==> config.mk <==
export PLATFORM = sky130hd
export DESIGN_NAME = ex_agu_pipe
export DESIGN_NICKNAME = d
export VERILOG_FILES = /design/src/rtl/ex_agu_pipe.sv
export SDC_FILE = /design/constraint.sdc
export NUM_CORES = 1
export LEC_CHECK = 0
export ABC_AREA = 1
export CAP_MARGIN = 15
export CORE_MARGIN = 5
export CORE_UTILIZATION = 58
export CTS_CLUSTER_SIZE = 25
export DETAILED_ROUTE_END_ITERATION = 12
export PLACE_DENSITY = 0.82
export SLEW_MARGIN = 20
export SYNTH_ARGS = -nofsm -noshare
export SYNTH_HDL_FRONTEND = slang
export SYNTH_SLANG_ARGS = --single-unit
==> constraint.sdc <==
create_clock -name clock -period 4.7 [get_ports clock]
set_input_delay 0.705 -clock clock [delete_from_list [all_inputs] [get_ports clock]]
set_output_delay 0.705 -clock clock [all_outputs]
set_load 0.01 [all_outputs]
==> src/rtl/ex_agu_pipe.sv <==
// ----------------------------------------------------------------------------
// ex_agu_pipe
//
// Two-stage pipelined address generation unit for the execute path.
// Computes Rm + (extend(Ri) << scale) at AW bits, predicated on SR.T, and
// flags accesses that are not naturally aligned to their size.
//
// Stage 1 extends and scales the index and evaluates the predicate.
// Stage 2 performs the add and the alignment check.
//
// Parameters:
//   AW          address / base register width (32..64)
//   XW          index register width (8..AW)
//
// Ports:
//   clock       core clock, all state updates on the rising edge
//   reset       synchronous active-high reset, overrides exHold
//   exHold      pipeline stall, both stages hold while high
//   iValid      operands valid this cycle
//   regValRm    base register value (AW bits)
//   regValRi    index register value (XW bits)
//   idUIxt      control: [7:6] CC, [5:4] size, [2] ZExt, [1:0] scale;
//               bits [8] and [3] are reserved and ignored
//   srT         SR.T bit, sampled in stage 1
//   oValid      result valid
//   regOutAddr  effective address (AW bits)
//   oMisalign   address not aligned to access size (meaningful with oValid)
//   oSize       access size forwarded from idUIxt[5:4]
//
// Configuration macro:
//   EX_AGU_MISALIGN_EN  when defined, the misalign flag and its stage-2
//                       register are built; otherwise oMisalign is tied to 0.
// ----------------------------------------------------------------------------
module ex_agu_pipe #(
    parameter int AW = 48,
    parameter int XW = 32
) (
    input  logic          clock,
    input  logic          reset,
    input  logic          exHold,
    input  logic          iValid,
    input  logic [AW-1:0] regValRm,
    input  logic [XW-1:0] regValRi,
    input  logic [8:0]    idUIxt,
    input  logic          srT,
    output logic          oValid,
    output logic [AW-1:0] regOutAddr,
    output logic          oMisalign,
    output logic [1:0]    oSize
);

    localparam logic [1:0] CC_AL = 2'b00;
    localparam logic [1:0] CC_NV = 2'b01;
    localparam logic [1:0] CC_CT = 2'b10;
    localparam logic [1:0] CC_CF = 2'b11;

    logic [1:0]    w_cc;
    logic [1:0]    w_size;
    logic          w_zext;
    logic [1:0]    w_scale;
    logic          w_pred;
    logic [AW-1:0] w_extIdx;
    logic [AW-1:0] w_scaledIdx;
    logic [AW-1:0] w_addr;
    logic          w_unusedCtl;

    logic          r_s1Valid;
    logic [AW-1:0] r_s1Rm;
    logic [AW-1:0] r_s1Idx;
    logic [1:0]    r_s1Size;

    logic          r_oValid;
    logic [AW-1:0] r_addr;
    logic [1:0]    r_size;

    assign w_cc        = idUIxt[7:6];
    assign w_size      = idUIxt[5:4];
    assign w_zext      = idUIxt[2];
    assign w_scale     = idUIxt[1:0];
    assign w_unusedCtl = idUIxt[8] ^ idUIxt[3];

    // Predicate from the condition code: always, never, or on SR.T true/false.
    always_comb begin
        w_pred = 1'b0;
        case (w_cc)
            CC_AL:   w_pred = 1'b1;
            CC_NV:   w_pred = 1'b0;
            CC_CT:   w_pred = srT;
            CC_CF:   w_pred = ~srT;
            default: w_pred = 1'b0;
        endcase
    end

    // Widen the index to the address width. A full-width index needs no
    // fill, and a zero-length replication is not legal, hence the split.
    generate
        if (XW == AW) begin : g_noExt
            assign w_extIdx = regValRi;
        end else begin : g_ext
            logic w_fill;
            assign w_fill   = ~w_zext & regValRi[XW-1];
            assign w_extIdx = {{(AW-XW){w_fill}}, regValRi};
        end
    endgenerate

    // Bits shifted past AW are simply lost, matching modulo-2^AW addressing.
    assign w_scaledIdx = w_extIdx << w_scale;

    // Stage 1 register. Squashed ops still move forward with valid low; their
    // data fields are don't-care downstream so they update unconditionally.
    always_ff @(posedge clock) begin
        if (reset) begin
            r_s1Valid <= 1'b0;
            r_s1Rm    <= '0;
            r_s1Idx   <= '0;
            r_s1Size  <= 2'b00;
        end else if (!exHold) begin
            r_s1Valid <= iValid & w_pred;
            r_s1Rm    <= regValRm;
            r_s1Idx   <= w_scaledIdx;
            r_s1Size  <= w_size;
        end
    end

    // Carry out of the add is discarded; wrapping through zero is not a fault.
    assign w_addr = r_s1Rm + r_s1Idx;

    // Stage 2 register for address, valid and forwarded size.
    always_ff @(posedge clock) begin
        if (reset) begin
            r_oValid <= 1'b0;
            r_addr   <= '0;
            r_size   <= 2'b00;
        end else if (!exHold) begin
            r_oValid <= r_s1Valid;
            r_addr   <= w_addr;
            r_size   <= r_s1Size;
        end
    end

`ifdef EX_AGU_MISALIGN_EN
    logic w_misalign;
    logic r_misalign;

    // Natural alignment: byte never faults, larger sizes need their low
    // address bits clear.
    always_comb begin
        w_misalign = 1'b0;
        case (r_s1Size)
            2'd0:    w_misalign = 1'b0;
            2'd1:    w_misalign = w_addr[0];
            2'd2:    w_misalign = |w_addr[1:0];
            2'd3:    w_misalign = |w_addr[2:0];
            default: w_misalign = 1'b0;
        endcase
    end

    // Misalign flag register, held and cleared together with the address.
    always_ff @(posedge clock) begin
        if (reset) begin
            r_misalign <= 1'b0;
        end else if (!exHold) begin
            r_misalign <= w_misalign;
        end
    end

    assign oMisalign = r_misalign;
`else
    assign oMisalign = 1'b0;
`endif

    assign oValid     = r_oValid;
    assign regOutAddr = r_addr;
    assign oSize      = r_size;

endmodule

==> impl_metrics.json <==
{
  "dpl.hpwl_um": 21830,
  "grt_first_pass_wirelength_um": 45340,
  "critPathRequiredTime_ns": 5.02,
  "max-slew-margin-rel": 0.3923,
  "dieArea_um2": 19640,
  "syn_area_um2": 9826,
  "fin_setup_tns_ns": 0,
  "die_width_um": 140.2,
  "cts-htree-levels": 4,
  "cpMostUsedCell": "nand2_1",
  "ys_async_sr_fraction": 0,
  "port_buffers": 142,
  "vdd_drop_max_v": 0.0002525,
  "finalSetupViolations": 0,
  "clkPwrFrac": 0.390,
  "dpl-instance-area_um2": 11340,
  "hold_violations": 0,
  "reg2reg_depth": 14,
  "cp-start-kind": "register",
  "crit_family": "simple AND/OR/NAND/NOR gates",
  "power.switching_uw": 1064,
  "cp.depth": 14,
  "layout_common_cells": "540 x nand2_1, 302 x inv_1, 284 x nor2_1",
  "synth_enable_flop_cells": 0,
  "crit_fanout": 4,
  "cts_tree": "built",
  "power_density_nw_per_um2": 286.3,
  "clockBufferDepth": 2,
  "cp.arrival_ns": 2.73,
  "nFillCells": 1578,
  "critPathBufInv": 1,
  "ys_ff_latch": 138,
  "final_util": 0.7188,
  "status": "finished clean",
  "wl_per_cell_um": 13.52,
  "static-leakage-power_uw": 0.006584,
  "ys_warn_count": 0,
  "worst_pin_slew_ns": 0.9082,
  "cts_setup_buffers": 0,
  "fin_crit_sh": 0.5122,
  "dp_slack_ns": 1.884,
  "numCtsBuffers": 17,
  "cts_hold_buf": 0,
  "track_usage": 0.2813,
  "vias": 10441,
  "slew_viol_final": 0,
  "synthesis.instances": 1718,
  "period_needed_ns": 2.407,
  "cts_resized": 0,
  "antenna_found_initial": 0,
  "combPwrFrac": 0.224,
  "stdcell_area_um2": 11920,
  "fmax_mhz": 415.4,
  "hold_path_class": "register to register",
  "yosys.cell_types.count": 36,
  "initial_core_util": 0.5925,
  "cp-end-kind": "register",
  "grt_max_degree": 65,
  "final_common_cell": "nand2_1",
  "final_antenna_net_count": 0,
  "internal_power_uw": 2348,
  "dp.cells": 2033,
  "syn_nets": 1860,
  "rsz0062_at_grt": "no",
  "drive_gt1_frac": 0.04878,
  "wl_um": 27930,
  "firstDrtPassIters": 7,
  "nNetsFinal": 1974,
  "io_pins": 146,
  "skew_ns": 0.008182,
  "core_area_um2": 16580,
  "synth_flop_cell": "dfxtp_1",
  "dieHeight_um": 140.2,
  "seq_area_frac_synth": 0.2812,
  "cap_violations": 0,
  "crit_chain": "ha_1, fa_1, nand3_1, nand3_1, nand2_1, nand2_2, nand2_1, nand3_2, nand2_1, nand2_1, nand2_1, nand3_1, nand2_1, inv_1",
  "drt_first_iter_violations": 636,
  "via_per_inst": 5.056,
  "grt_overflow_total": 0,
  "fin_ws_ns": 2.293,
  "clkSlewWorstSetupHoldPaths_ns": 0.07,
  "syn_avg_cell_area_um2": 5.719,
  "power_frac_seq": 0.386,
  "grt_pass1_vias": 9324,
  "insertion_delay_ns": 0.42,
  "critPathMaxStageDelay_ns": 0.49,
  "p_sw_frac": 0.3119,
  "gp_congestion": 0.9556,
  "area_growth_pct": 21.32,
  "finalNonFillerCells": 2065,
  "root_buffer": "clkbuf_16",
  "crit_type": "register to register",
  "rows": 47,
  "diodes": 0,
  "clock_sinks": 138,
  "hold_depth": 2,
  "drcViolationCount": 0,
  "cpMaxStageDelayCell": "fa_1"
}
[worst register-to-register path, stage by stage, from the launching register on]
cell     delay [ns]
dfxtp_1        0.32
ha_1           0.29
fa_1           0.49
nand3_1        0.11
nand3_1        0.18
nand2_1        0.13
nand2_2        0.09
nand2_1        0.08
nand3_2        0.13
nand2_1        0.12
nand2_1        0.06
nand2_1        0.06
nand3_1        0.12
nand2_1        0.09
inv_1          0.04
[power groups by stage]
stage / Combinational, uW / Sequential [uW] / Clock, uW
after floorplan: 450 / 1340 / 0
after global placement: 738 / 1340 / 0
after detailed placement: 751 / 1340 / 0
after CTS: 758 / 1320 / 1340
after global routing: 852 / 1330 / 1410
final: 764 / 1320 / 1330
[cell type report]
| class | count | area (um^2) | area share |
|---|---|---|---|
| Clock inverter | 13 | 131.4 | 0.01102 |
| Tap cell | 220 | 275.3 | 0.02309 |
| Inverter | 308 | 1157 | 0.09709 |
| Multi-Input combinational cell | 1216 | 5649 | 0.4739 |
| Sequential cell | 138 | 2763 | 0.2318 |
| Clock buffer | 19 | 452.9 | 0.03800 |
| Timing Repair Buffer | 151 | 1491 | 0.1251 |
[per-layer routing]
layer,GRT usage,wire length (um),part of all wire
met1,0.4009,13220,0.47
met5,0,0,0
met4,0.08465,665,0.024
met2,0.4398,12170,0.44
met3,0.04329,1872,0.067
[through the flow]
stage	hold slack, ns	total power, uW
5_1_grt	0.5153	3583
4_1_cts	0.4838	3419
3_3_place_gp	0.4597	2074
2_1_floorplan	0.4467	1791
6_report	0.4819	3413
3_5_place_dp	0.4687	2092
[state kept, by name, indices dropped and copies added (netlist names)]
signal and count:
r_s1Size 2, r_s1Valid 1, oSize 2, r_s1Rm 48, regOutAddr 48, oValid 1, r_s1Idx 36
[cell usage after synthesis, types with 4 or more instances]
cell type | number | area (um^2)
nand2_2 | 11 | 68.82
nor3_1 | 5 | 25.02
a21oi_1 | 52 | 260.3
xor2_1 | 23 | 201.4
inv_1 | 303 | 1137
nand4_1 | 14 | 87.58
clkbuf_1 | 39 | 146.4
ha_1 | 47 | 588.1
nor2_2 | 20 | 125.1
buf_2 | 10 | 50.05
nor2_1 | 284 | 1066
o21ai_0 | 107 | 535.5
nand2_1 | 540 | 2027
dfxtp_1 | 138 | 2763
o21bai_1 | 4 | 30.03
nand3_2 | 6 | 60.06
nand3_1 | 86 | 430.4
inv_2 | 4 | 15.01
[logic make-up after synthesis]
group	share of synthesized area
AO/OA/AOI/OAI	0.08978
adder cells (fa/ha/maj)	0.06189
XOR/XNOR	0.02139
flip-flops	0.2812
buffers and inverters	0.1439
AND/OR/NAND/NOR	0.4015
other	0.0003817
[final timing paths]
check	start	end	slack [ns]
setup reg to reg	r_s1Rm[0]	regOutAddr[32]	2.29
hold reg to reg	oSize[1]	oSize[1]	0.48
setup / recovery	r_s1Rm[0]	regOutAddr[32]	2.29
hold / removal	oSize[1]	oSize[1]	0.48
No activity file was read; power rests on OpenSTA's default activity.
